## src/rtl/random_draw_arbiter.sv

```systemverilog
`default_nettype none
// +----------------------------------------------------------------------------+
// | Module      : random_draw_arbiter                                          |
// | Description : Round-robin sharing of one RNG among requesters; each grant  |
// |               gets a value below its bound via rejection sampling.         |
// | Revision    : 1.0 - initial release                                        |
// +----------------------------------------------------------------------------+
module random_draw_arbiter #(
    parameter int NUM_REQ     = 4,
    parameter int LIMIT       = 15,
    parameter int MAX_RETRIES = 8,
    localparam int W          = $clog2(LIMIT)
) (
    input  logic                 clk,
    input  logic                 rst,
    input  logic [W-1:0]         rng_value,
    input  logic [NUM_REQ-1:0]   req,
    input  logic [NUM_REQ*W-1:0] bound,
    output logic [NUM_REQ-1:0]   ack,
    output logic [W-1:0]         draw_value,
    output logic                 fallback,
    output logic                 busy
);

    localparam int c_GW = $clog2(NUM_REQ);
    localparam int c_CW = $clog2(MAX_RETRIES + 1);

    localparam logic [1:0] c_IDLE = 2'd0;
    localparam logic [1:0] c_DRAW = 2'd1;
    localparam logic [1:0] c_ACK  = 2'd2;

    localparam logic [c_CW-1:0] c_RETRY_LAST = c_CW'(MAX_RETRIES - 1);
    localparam logic [c_GW-1:0] c_LAST_INIT  = c_GW'(NUM_REQ - 1);

    logic [1:0]         r_state;
    logic [c_GW-1:0]    r_grant;
    logic [c_GW-1:0]    r_last_grant;
    logic [W-1:0]       r_bound;
    logic [c_CW-1:0]    r_retry_cnt;

    logic               w_hi_found;
    logic [c_GW-1:0]    w_hi_idx;
    logic [c_GW-1:0]    w_lo_idx;
    logic [c_GW-1:0]    w_next_grant;
    logic [W-1:0]       w_bound_sel;
    logic [NUM_REQ-1:0] w_grant_onehot;

    // Lowest pending index above last_grant wins; otherwise wrap to the lowest at or below it.
    always_comb begin
        w_hi_found = 1'b0;
        w_hi_idx   = '0;
        w_lo_idx   = '0;
        for (int i = NUM_REQ - 1; i >= 0; i--) begin
            if (req[i]) begin
                if (c_GW'(i) > r_last_grant) begin
                    w_hi_found = 1'b1;
                    w_hi_idx   = c_GW'(i);
                end else begin
                    w_lo_idx   = c_GW'(i);
                end
            end
        end
        w_next_grant = w_hi_found ? w_hi_idx : w_lo_idx;

        w_bound_sel = '0;
        for (int i = 0; i < NUM_REQ; i++) begin
            if (c_GW'(i) == w_next_grant) begin
                w_bound_sel = bound[i*W +: W];
            end
        end
    end

    assign w_grant_onehot = {{(NUM_REQ-1){1'b0}}, 1'b1} << r_grant;

    always_ff @(posedge clk) begin
        if (rst) begin
            r_state      <= c_IDLE;
            r_grant      <= '0;
            r_last_grant <= c_LAST_INIT;
            r_bound      <= '0;
            r_retry_cnt  <= '0;
            ack          <= '0;
            draw_value   <= '0;
            fallback     <= 1'b0;
            busy         <= 1'b0;
        end else begin
            case (r_state)
                c_IDLE: begin
                    if (|req) begin
                        r_grant     <= w_next_grant;
                        r_bound     <= w_bound_sel;
                        r_retry_cnt <= '0;
                        busy        <= 1'b1;
                        r_state     <= c_DRAW;
                    end
                end
                c_DRAW: begin
                    if (!req[r_grant]) begin
                        busy    <= 1'b0;
                        r_state <= c_IDLE;
                    end else if (r_bound == '0) begin
                        draw_value <= '0;
                        fallback   <= 1'b1;
                        ack        <= w_grant_onehot;
                        r_state    <= c_ACK;
                    end else if (rng_value < r_bound) begin
                        draw_value <= rng_value;
                        fallback   <= 1'b0;
                        ack        <= w_grant_onehot;
                        r_state    <= c_ACK;
                    end else if (r_retry_cnt == c_RETRY_LAST) begin
                        draw_value <= '0;
                        fallback   <= 1'b1;
                        ack        <= w_grant_onehot;
                        r_state    <= c_ACK;
                    end else begin
                        r_retry_cnt <= r_retry_cnt + 1'b1;
                    end
                end
                c_ACK: begin
                    ack          <= '0;
                    draw_value   <= '0;
                    fallback     <= 1'b0;
                    busy         <= 1'b0;
                    r_last_grant <= r_grant;
                    r_state      <= c_IDLE;
                end
                default: begin
                    ack        <= '0;
                    draw_value <= '0;
                    fallback   <= 1'b0;
                    busy       <= 1'b0;
                    r_state    <= c_IDLE;
                end
            endcase
        end
    end

endmodule
`default_nettype wire

```

## config.mk

```make
export PLATFORM = sky130hd
export DESIGN_NAME = random_draw_arbiter
export DESIGN_NICKNAME = d
export VERILOG_FILES = /design/src/rtl/random_draw_arbiter.sv
export SDC_FILE = /design/constraint.sdc
export NUM_CORES = 1
export LEC_CHECK = 0
export ABC_AREA = 1
export BUFFER_PORTS_ARGS = -buffer_cell sky130_fd_sc_hd__clkbuf_2
export CAP_MARGIN = 10
export CORE_MARGIN = 5
export CORE_UTILIZATION = 47
export DETAILED_ROUTE_END_ITERATION = 6
export PLACE_DENSITY = 0.8
export SLEW_MARGIN = 20
export SYNTH_ARGS = -nofsm -noshare
export SYNTH_HDL_FRONTEND = slang
export SYNTH_SLANG_ARGS = --single-unit
```

## constraint.sdc

```tcl
create_clock -name clk -period 1.4 [get_ports clk]
set_input_delay 0.07 -clock clk [delete_from_list [all_inputs] [get_ports clk]]
set_output_delay 0.07 -clock clk [all_outputs]
set_load 0.05 [all_outputs]
```

==> results of run 1 <==
-- how the worst max path moves through the flow --
| stage | slack, ns | end | from |
|---|---|---|---|
| finish | -0.12 | fallback | r_bound[2] |
| global route | -0.21 | draw_value[3] | r_bound[1] |
| CTS | -0.09 | fallback | r_bound[1] |
| detailed placement | -0.09 | fallback | r_bound[1] |
| global placement | -0.05 | r_retry_cnt[1] | r_bound[1] |
| floorplan | -0.001 | fallback | r_bound[1] |
-- report_power, final --
group | switching [mW] | leakage [nW] | internal, mW | total (mW)
combinational | 0.541 | 0.696 | 0.371 | 0.911
sequential | 0.0423 | 0.196 | 0.747 | 0.789
clock | 0.216 | 0.0279 | 0.290 | 0.506
total | 0.799 | 0.920 | 1.41 | 2.21
-- worst min-delay path: stages --
cell and delay [ns]:
clkbuf_2 0.10, nand4_1 0.08, a21oi_1 0.06
-- through the flow --
stage               utilization [%]  setup TNS (ns)  power, mW  std cells
finish                         67.1           -1.14       2.21        295
global route                   67.1           -3.06       2.37        295
CTS                            64.4          -0.971       2.14        294
detailed placement             60.6          -0.967       1.58        287
global placement               60.6          -0.540       1.56        287
floorplan                         -        -0.00150       1.33        206
-- flip-flops by register name (all words and copies together) (netlist names) --
signal	count
r_retry_cnt	4
busy	1
fallback	1
draw_value	4
ack	4
r_grant	2
r_state	2
r_bound	4
r_last_grant	2
-- Yosys cell counts (all sizes together) --
| cell type | count |
|---|---|
| ha | 4 |
| inv | 23 |
| a21oi | 23 |
| buf | 2 |
| o21bai | 3 |
| clkbuf | 3 |
| dfxtp | 24 |
| nand4 | 11 |
| clkinv | 1 |
| xor2 | 1 |
| nand3b | 6 |
| o21ai | 9 |
| xnor2 | 1 |
| or2 | 1 |
| nand2 | 53 |
| nand3 | 20 |
| nor2 | 21 |
-- per-layer routing --
metal	vias to the layer above	share of wire, %	wire length, um	track usage [%]
li1	803	-	-	-
met1	669	45	1560	21.8
met2	42	48	1660	29.5
met3	7	5.5	191	3.47
met4	0	2.2	78	6.99
met5	-	0	0	0
-- area by class of cell --
class / count / area, um2
sequential: 24 / 485
inverter: 24 / 90.1
timing repair buffer: 56 / 349
clock buffer: 3 / 22.5
fill: 250 / 980
tap: 33 / 41.3
clock inverter: 1 / 30.0
multi-input combinational: 154 / 980
-- cell families after synthesis --
family / synth area share, %
AOI/OAI and AO/OA: 15.0
xor gates and xnor gates: 1.23
adders and majority gates: 3.52
buffers and inverters: 8.27
DFF: 33.8
and+or+nand+nor: 38.3
-- what timing repair did --
| action | 4_1_cts | 5_1_grt |
|---|---|---|
| pin swaps | 5 | 6 |
| setup endpoints to repair | 19 | 20 |
| gates resized for setup | 7 | 19 |
| cloned | 0 | 1 |
| setup buffers | 3 | 0 |
==> reports/metrics.cfg, run 1 <==
[finish]
stdcell_area_um2=2000
diodes=0
mostFrequentLayoutCell=nand2_1
final_nets=293
area.growth.synth_to_final_pct=40.5
layout.cells.most_common_list=41 x nand2_1, 35 x clkbuf_2, 20 x inv_1, 20 x dfxtp_1, 19 x buf_4
layout-drive-gt1-share_pct=41.2

[global_routing]
gr_ovfl_total=0
globalRouteTotalUtil_pct=17.5
vias_in_the_first_global_route=1385
grt_first_pass_wirelength_mm=5.86
antenna_violations_before_repair=0
largest_net_degree_at_the_start_of_global_routing=15

[drt]
total_number_of_vias=1521
dr.first_iter.drc_count=91
remaining_drc_errors=0
detail_route.wl_per_cell_um=11.8
post_dr_vias_cell=5.16
detail_route.first_pass.iterations=4
final_wirelength_mm=3.49
drt.antenna.violating_nets=0

[sta]
post-route-worst-setup-slack_ns=-0.117
worst_slew_pin_slew_ns=0.294
final.hold.worst_slack_ns=0.0184
final-setup-viol-count=17
final_period_minus_worst_setup_slack_ns=1.52
worst_clock_skew_ns=0.00932
rsz_0062_raised_after_global_routing=true
report.final.slew_viol_count=0
final.period_utilization_pct=108
clock.fmax_mhz=659
slew_headroom_pct=80.4
final_hold_viol_count=0

[synth]
synth_top_area_share_pct=33.8
yosysWarnings=0
yosys_register_bits=24
yosysSeqAreaShare_pct=33.8
netlist_area_um2=1420
synthCells=206
postSynthAreaPerCell_um2=6.91
synth.net_count=236
synth_cell_types=28
largest_cells_by_area_after_synthesis=dfxtp_1 34%, nand2_1 13%, a21oi_1 6.3%
netlist.top_cell.by_area=dfxtp_1

[power]
power_per_cell_area_nw_per_um2=1100
peakVddDrop_uv=484
power.static_leakage_nw=0.920

[clocking]
post_cts_hold_buffer_count=0
clkSinkCount=24
cts-root-buf=clkbuf_4
tritoncts_clock_tree=done
cts_inserted_buffers=3
clock_pin_transition_on_the_worst_setup_and_hold_timing_paths_ns=0.13
cts-htree-levels=1
clk_latency_ns=0.33
cts.path.max_buffers=2

[run]
max_cap_viol_count=0

[floorplan]
num_rows=20
die_area_um2=4230
die_x_um=65.0
die-height_um=65.0
pin_count=36
start_util_pct=47.8
core_um2=2980

[placement]
postPlaceCellArea_um2=1810
gp_congestion=0.787
pre_cts_ws_ns=-0.0876
portBuffers=35
place.detailed.hpwl_mm=2.62

[worst_setup_path]
crit_path_end_kind=flip-flop
cp_slowest_stage_delay_ns=0.35
rr_worst_depth=8
rr_startpoint=r_bound[2]
cell_with_the_biggest_individual_delay_on_the_critical_path=dfxtp_1
cp.required_ns=1.68
cp.buffers_inverters=1
regToRegSetupSlack_ns=-0.12
timing.rr.end=fallback
setup.worst_path.class=reg2reg
crit_path_start_kind=flip-flop
cp_cell_sequence=inv_1 > ha_1 > a21oi_4 > nand2_4 > nand3_4 > nand2_2 > or2_1 > a21oi_1
worst-endpoint-arrival_ns=1.79
kind_of_cell_adding_the_most_delay_to_the_critical_path=simple AND/OR/NAND/NOR gates
critPathMaxFanout=6
timing.critical_path.depth=8

[min_path]
depth_of_the_worst_hold_timing_path=3
worstHoldStart=rng_value[2]
hold_end=draw_value[2]
hold_path.class=in2reg

[status]
run_status=finished with violations
violations=setup timing

(Power assumes the default switching activity.)
==> run 2: changes to the inputs <==
ABC_AREA = unset   (was 1)
SETUP_SLACK_MARGIN = 0.2   (was unset)
==> reports/metrics.cfg, run 2 <==
[sta]
worst_clock_skew_ns=0.00151  ; was 0.00932 ns
final_period_minus_worst_setup_slack_ns=1.78  ; was 1.52 ns
final.period_utilization_pct=127  ; was 108%
worst_slew_pin_slew_ns=0.456  ; was 0.294 ns
final_hold_viol_count=0  ; unchanged
post-route-worst-setup-slack_ns=-0.378  ; was -0.117 ns
slew_headroom_pct=69.5  ; was 80.4%
setup-tns-final_ns=-4.63  ; was -1.14 ns
rsz_0062_raised_after_global_routing=true  ; unchanged
report.final.slew_viol_count=0  ; unchanged
clock.fmax_mhz=562  ; was 659 MHz
final-setup-viol-count=15  ; was 17

[finish]
area.sequential_um2=509  ; was 485 um2
multi_input_comb_area_um2=1120  ; was 980 um2
final_nets=254  ; was 293
mostFrequentLayoutCell=clkbuf_2  ; was nand2_1
final_core_utilization_pct=80.9  ; was 67.1%
layout.cells.most_common_list=35 x clkbuf_2, 29 x buf_4, 13 x dfxtp_1, 10 x nand2_1, 8 x buf_6  ; was 41 x nand2_1, 35 x clkbuf_2, 20 x inv_1, 20 x dfxtp_1, 19 x buf_4
fillCellCount=149  ; was 250
layout-drive-gt1-share_pct=60.4  ; was 41.2%
diodes=0  ; unchanged
area.growth.synth_to_final_pct=64.2  ; was 40.5%

[clocking]
clk_latency_ns=0.31  ; was 0.33 ns
cts.path.max_buffers=2  ; unchanged
tritoncts_clock_tree=done  ; unchanged
cts-htree-levels=1  ; unchanged
cts-root-buf=clkbuf_4  ; unchanged
clock_pin_transition_on_the_worst_setup_and_hold_timing_paths_ns=0.12  ; was 0.13 ns
clkSinkCount=24  ; unchanged
cts_inserted_buffers=3  ; unchanged

[synth]
synth_top_area_share_pct=35.4  ; was 33.8%
postSynthAreaPerCell_um2=9.05  ; was 6.91 um2
synthCells=150  ; was 206
synth_flop_cell=dfxtp_1  ; unchanged
synth_cell_types=49  ; was 28
synth.most_common_cell=dfxtp_1  ; was nand2_1
yosysWarnings=0  ; unchanged
synth.top_cells.by_count=24 x dfxtp_1, 13 x nand2_1, 8 x nand3_1, 8 x nor2_1, 8 x o21ai_0  ; was 48 x nand2_1, 24 x dfxtp_1, 22 x inv_1
postSynth.asyncResetShare_pct=0  ; unchanged
largest_cells_by_area_after_synthesis=dfxtp_1 35%, a32o_1 5.2%, ha_1 3.7%  ; was dfxtp_1 34%, nand2_1 13%, a21oi_1 6.3%
netlist.top_cell.by_area=dfxtp_1  ; unchanged
synth.net_count=180  ; was 236
yosys_register_bits=24  ; unchanged
yosysSeqAreaShare_pct=35.4  ; was 33.8%
synth_enable_flop_cells=0  ; unchanged
netlist_area_um2=1360  ; was 1420 um2

[power]
peakVddDrop_uv=879  ; was 484 uV
power.static_leakage_nw=0.949  ; was 0.920 nW
power_per_cell_area_nw_per_um2=935  ; was 1100 nW/um2

[global_routing]
antenna_violations_before_repair=0  ; unchanged
largest_net_degree_at_the_start_of_global_routing=13  ; was 15
vias_in_the_first_global_route=1636  ; was 1385
gr_ovfl_total=0  ; unchanged
globalRouteTotalUtil_pct=22.9  ; was 17.5%
grt_first_pass_wirelength_mm=7.49  ; was 5.86 mm

[floorplan]
die-height_um=63.7  ; was 65.0 um
core_um2=2760  ; was 2980 um2
die_area_um2=4060  ; was 4230 um2
pin_count=36  ; unchanged
die_x_um=63.7  ; was 65.0 um
num_rows=19  ; was 20
start_util_pct=49.2  ; was 47.8%

[placement]
portBuffers=35  ; unchanged
place.detailed.hpwl_mm=3.12  ; was 2.62 mm
gp_congestion=0.860  ; was 0.787

[drt]
total_number_of_vias=1601  ; was 1521
final_wirelength_mm=4.80  ; was 3.49 mm
drt.antenna.violating_nets=0  ; unchanged
detail_route.wl_per_cell_um=19.0  ; was 11.8 um
remaining_drc_errors=0  ; unchanged
post_dr_vias_cell=6.33  ; was 5.16
detail_route.first_pass.iterations=4  ; unchanged
dr.first_iter.drc_count=134  ; was 91

[worst_setup_path]
worst-endpoint-arrival_ns=2.02  ; was 1.79 ns
crit_path_start_kind=flip-flop  ; unchanged
crit_path_end_kind=flip-flop  ; unchanged
setup.worst_path.class=reg2reg  ; unchanged
cp.required_ns=1.64  ; was 1.68 ns
critPathMaxFanout=3  ; was 6

[run]
max_cap_viol_count=0  ; unchanged

[min_path]
hold_path.class=in2reg  ; unchanged

[status]
run_status=finished with violations  ; unchanged
violations=setup timing  ; unchanged

run 2: report_power, final:
| part | total [mW] | switching [mW] | leakage (nW) | internal, mW |
|---|---|---|---|---|
| logic | 0.981 | 0.513 | 0.735 | 0.467 |
| registers | 0.809 | 0.0646 | 0.200 | 0.744 |
| clock network | 0.296 | 0.195 | 0.0138 | 0.101 |
| total | 2.09 | 0.772 | 0.949 | 1.31 |
run 2: cell families after synthesis:
| family | share of synthesized area [%] |
|---|---|
| AO/OA/AOI/OAI | 27.5 |
| adder cells (fa/ha/maj) | 3.69 |
| buffers and inverters | 4.70 |
| flip-flops | 35.4 |
| multiplexers | 3.96 |
| AND/OR/NAND/NOR | 24.8 |
run 2: critical path, cell delays in order, from the launching register on:
cell and delay (ns):
dfxtp_2 0.36, ha_4 0.16, and3b_1 0.18, or4b_4 0.55, nor3_4 0.21, mux2i_1 0.25
run 2: layer usage:
metal	wire length, um	GRT usage (%)
met3	398	5.25
met5	0	0
met2	2310	38.6
met4	193	12.2
met1	1900	26.8
run 2: worst paths after layout:
path,startpoint,end,slack [ns],cells after the start
max reg2reg,r_retry_cnt[0],r_retry_cnt[3],-0.38,5
min reg2reg,ack[2],ack[2],0.49,1
min,rng_value[2],draw_value[2],0.01,2
max,r_retry_cnt[0],r_retry_cnt[3],-0.38,5
run 2: layout make-up:
type	count	share of cell area (%)
flip-flops and latches	24	22.8
well taps	31	1.74
repair buffers	74	23.0
inverters	7	1.29
multi-input cells	114	50.1
clock buffers	3	1.01
run 2: through the flow:
| step | hold slack, ns | cells | power, mW | cell area, um2 | setup WS (ns) |
|---|---|---|---|---|---|
| after floorplan | 0.195 | 150 | 1.23 | 1430 | -0.280 |
| after global placement | 0.310 | 238 | 1.45 | 1820 | -0.321 |
| after detailed placement | 0.315 | 238 | 1.49 | 1820 | -0.439 |
| after CTS | 0.00381 | 247 | 1.93 | 2080 | -0.326 |
| after global routing | -0.00706 | 253 | 2.20 | 2230 | -0.420 |
| final | 0.0117 | 253 | 2.09 | 2230 | -0.378 |
run 2: repair_timing:
| item | in CTS | in global routing |
|---|---|---|
| endpoints found under the hold margin | 1 | 0 |
| gates resized for setup | 40 | 24 |
| pin swaps | 22 | 11 |
| gates cloned | 1 | 0 |
| setup buffers | 4 | 6 |
| setup endpoints to repair | 22 | 22 |
| hold buffers | 1 | 0 |
==> run 3: changes to the inputs <==
BUFFER_PORTS_ARGS = -buffer_cell sky130_fd_sc_hd__buf_2   (was -buffer_cell sky130_fd_sc_hd__clkbuf_2)
==> reports/metrics.cfg, run 3 (synthesized netlist as in run 2, its figures left out) <==
[status]
run_status=finished with violations  ; unchanged
violations=hold timing, setup timing  ; was setup timing

[finish]
fillCellCount=160  ; was 149
final_nets=253  ; was 254
mostFrequentLayoutCell=buf_2  ; was clkbuf_2
stdcell_area_um2=2220  ; was 2230 um2
layout.cells.most_common_list=35 x buf_2, 26 x buf_4, 14 x dfxtp_1, 11 x nand2_1, 10 x buf_6  ; was 35 x clkbuf_2, 29 x buf_4, 13 x dfxtp_1, 10 x nand2_1, 8 x buf_6
area.sequential_um2=503  ; was 509 um2
fin_cells=252  ; was 253
layout-drive-gt1-share_pct=60.2  ; was 60.4%
area.growth.synth_to_final_pct=63.5  ; was 64.2%
diodes=0  ; unchanged
multi_input_comb_area_um2=1120  ; about the same

[power]
internal_power_mw=1.33  ; was 1.31 mW
comb_power_share_pct=47.1  ; was 47.0%
peakVddDrop_uv=752  ; was 879 uV
swShare_pct=37.9  ; was 37.0%
total_switching_power_mw=0.814  ; was 0.772 mW
p_seq_share_pct=37.7  ; was 38.8%
power_per_cell_area_nw_per_um2=968  ; was 935 nW/um2
power.static_leakage_nw=0.946  ; was 0.949 nW
power.clock.fraction_pct=15.2  ; was 14.2%

[clocking]
cts_inserted_buffers=3  ; unchanged
cts.path.max_buffers=2  ; unchanged
clk_latency_ns=0.33  ; was 0.31 ns
clkSinkCount=24  ; unchanged
cts-root-buf=clkbuf_4  ; unchanged
clock_pin_transition_on_the_worst_setup_and_hold_timing_paths_ns=0.14  ; was 0.12 ns
cts-htree-levels=1  ; unchanged
tritoncts_clock_tree=done  ; unchanged

[worst_setup_path]
cp.required_ns=1.62  ; was 1.64 ns
setup.worst_path.class=reg2reg  ; unchanged
critPathMaxFanout=3  ; unchanged
worst-endpoint-arrival_ns=1.95  ; was 2.02 ns
crit_path_start_kind=flip-flop  ; unchanged
crit_path_end_kind=flip-flop  ; unchanged
rr_startpoint=r_bound[1]  ; was r_retry_cnt[0]
timing.critical_path.from=r_bound[1]  ; was r_retry_cnt[0]

[min_path]
worstHoldStart=rst  ; was rng_value[2]
hold_path.class=in2reg  ; unchanged

[sta]
post-route-worst-setup-slack_ns=-0.331  ; was -0.378 ns
final.hold.worst_slack_ns=-0.00214  ; was 0.0117 ns
report.final.slew_viol_count=0  ; unchanged
worst_slew_pin_slew_ns=0.535  ; was 0.456 ns
final-setup-viol-count=17  ; was 15
final_hold_viol_count=1  ; was 0
slew_headroom_pct=64.2  ; was 69.5%
final_period_minus_worst_setup_slack_ns=1.73  ; was 1.78 ns
rsz_0062_raised_after_global_routing=true  ; unchanged
final.period_utilization_pct=124  ; was 127%
worst_clock_skew_ns=0.00300  ; was 0.00151 ns
setup-tns-final_ns=-4.04  ; was -4.63 ns
clock.fmax_mhz=578  ; was 562 MHz

[floorplan]
die_x_um=63.7  ; unchanged
start_util_pct=49.2  ; unchanged
die-height_um=63.7  ; unchanged
die_area_um2=4060  ; unchanged
core_um2=2760  ; unchanged
pin_count=36  ; unchanged
num_rows=19  ; unchanged

[global_routing]
antenna_violations_before_repair=0  ; unchanged
largest_net_degree_at_the_start_of_global_routing=13  ; unchanged
vias_in_the_first_global_route=1593  ; was 1636
globalRouteTotalUtil_pct=22.5  ; was 22.9%
grt_first_pass_wirelength_mm=7.39  ; was 7.49 mm
gr_ovfl_total=0  ; unchanged

[placement]
gp_congestion=0.893  ; was 0.860
dp_cells=237  ; was 238
place.detailed.hpwl_mm=3.10  ; was 3.12 mm
portBuffers=35  ; unchanged
postPlaceCellArea_um2=1800  ; was 1820 um2
pre_cts_ws_ns=-0.369  ; was -0.439 ns

[drt]
post_dr_vias_cell=6.16  ; was 6.33
dr.first_iter.drc_count=162  ; was 134
total_number_of_vias=1552  ; was 1601
detail_route.wl_per_cell_um=20.2  ; was 19.0 um
detail_route.first_pass.iterations=4  ; unchanged
remaining_drc_errors=0  ; unchanged
final_wirelength_mm=5.09  ; was 4.80 mm
drt.antenna.violating_nets=0  ; unchanged

[run]
max_cap_viol_count=0  ; unchanged

==> run 3: cell types whose count changed in the layout (fill, tap and decap cells not counted), sizes merged <==
cell | before | now
dlygate4sd3 | 1 | 2
buf | 38 | 71
clkbuf | 38 | 3
==> run 3: cell type report <==
| class | count | share of cell area (%) |
|---|---|---|
| Sequential cell | 24 | 22.7 |
| Tap cell | 31 | 1.75 |
| Multi-Input combinational cell | 114 | 50.6 |
| Timing Repair Buffer | 73 | 22.7 |
| Inverter | 7 | 1.30 |
| Clock buffer | 3 | 1.01 |
==> run 3: worst max-delay path: stages, from the launching register on <==
cell and delay [ns]:
dfxtp_2 0.38, buf_4 0.13, nor4_4 0.05, buf_4 0.14
or4b_4 0.57, o311ai_2 0.24, o41ai_1 0.12
==> run 3: final timing paths <==
check                                 endpoint  slack, ns  cells after the start
worst max-delay path            r_retry_cnt[2]      -0.33                      6
worst min-delay path                r_grant[1]     -0.002                      2
worst max register to register  r_retry_cnt[2]      -0.33                      6
worst min register to register          ack[3]       0.48                      1
==> run 3: timing repair <==
item | CTS | global route
gates resized for setup | 37 | 32
setup endpoints to repair | 22 | 22
endpoints found under the hold margin | 2 | 0
cloned | 1 | 0
buffers inserted | 5 | 4
hold buffers | 2 | 0
pin swaps | 19 | 32
==> run 3: per-stage QoR <==
step           util (%)  hold WS (ns)  power, mW
2_1_floorplan         -         0.195       1.23
3_3_place_gp       65.3         0.309       1.44
3_5_place_dp       65.3         0.308       1.48
4_1_cts            73.8       0.00501       1.92
5_1_grt            80.5       0.00811       2.25
6_report           80.5      -0.00214       2.15
==> run 3: per-layer routing <==
metal | vias to the layer above | global-route usage (%) | routed length (um)
met1 | 756 | 27.5 | 2090
met5 | - | 0 | 0
met3 | 7 | 3.15 | 318
met4 | 0 | 5.97 | 59
met2 | 67 | 40.9 | 2630
li1 | 722 | - | -
==> run 3: power by group through the flow <==
stage	Combinational, mW	Sequential [mW]	Clock (mW)
finish	1.01	0.810	0.326
global route	1.07	0.819	0.357
CTS	0.828	0.791	0.299
detailed placement	0.672	0.804	0
global placement	0.644	0.800	0
floorplan	0.374	0.857	0
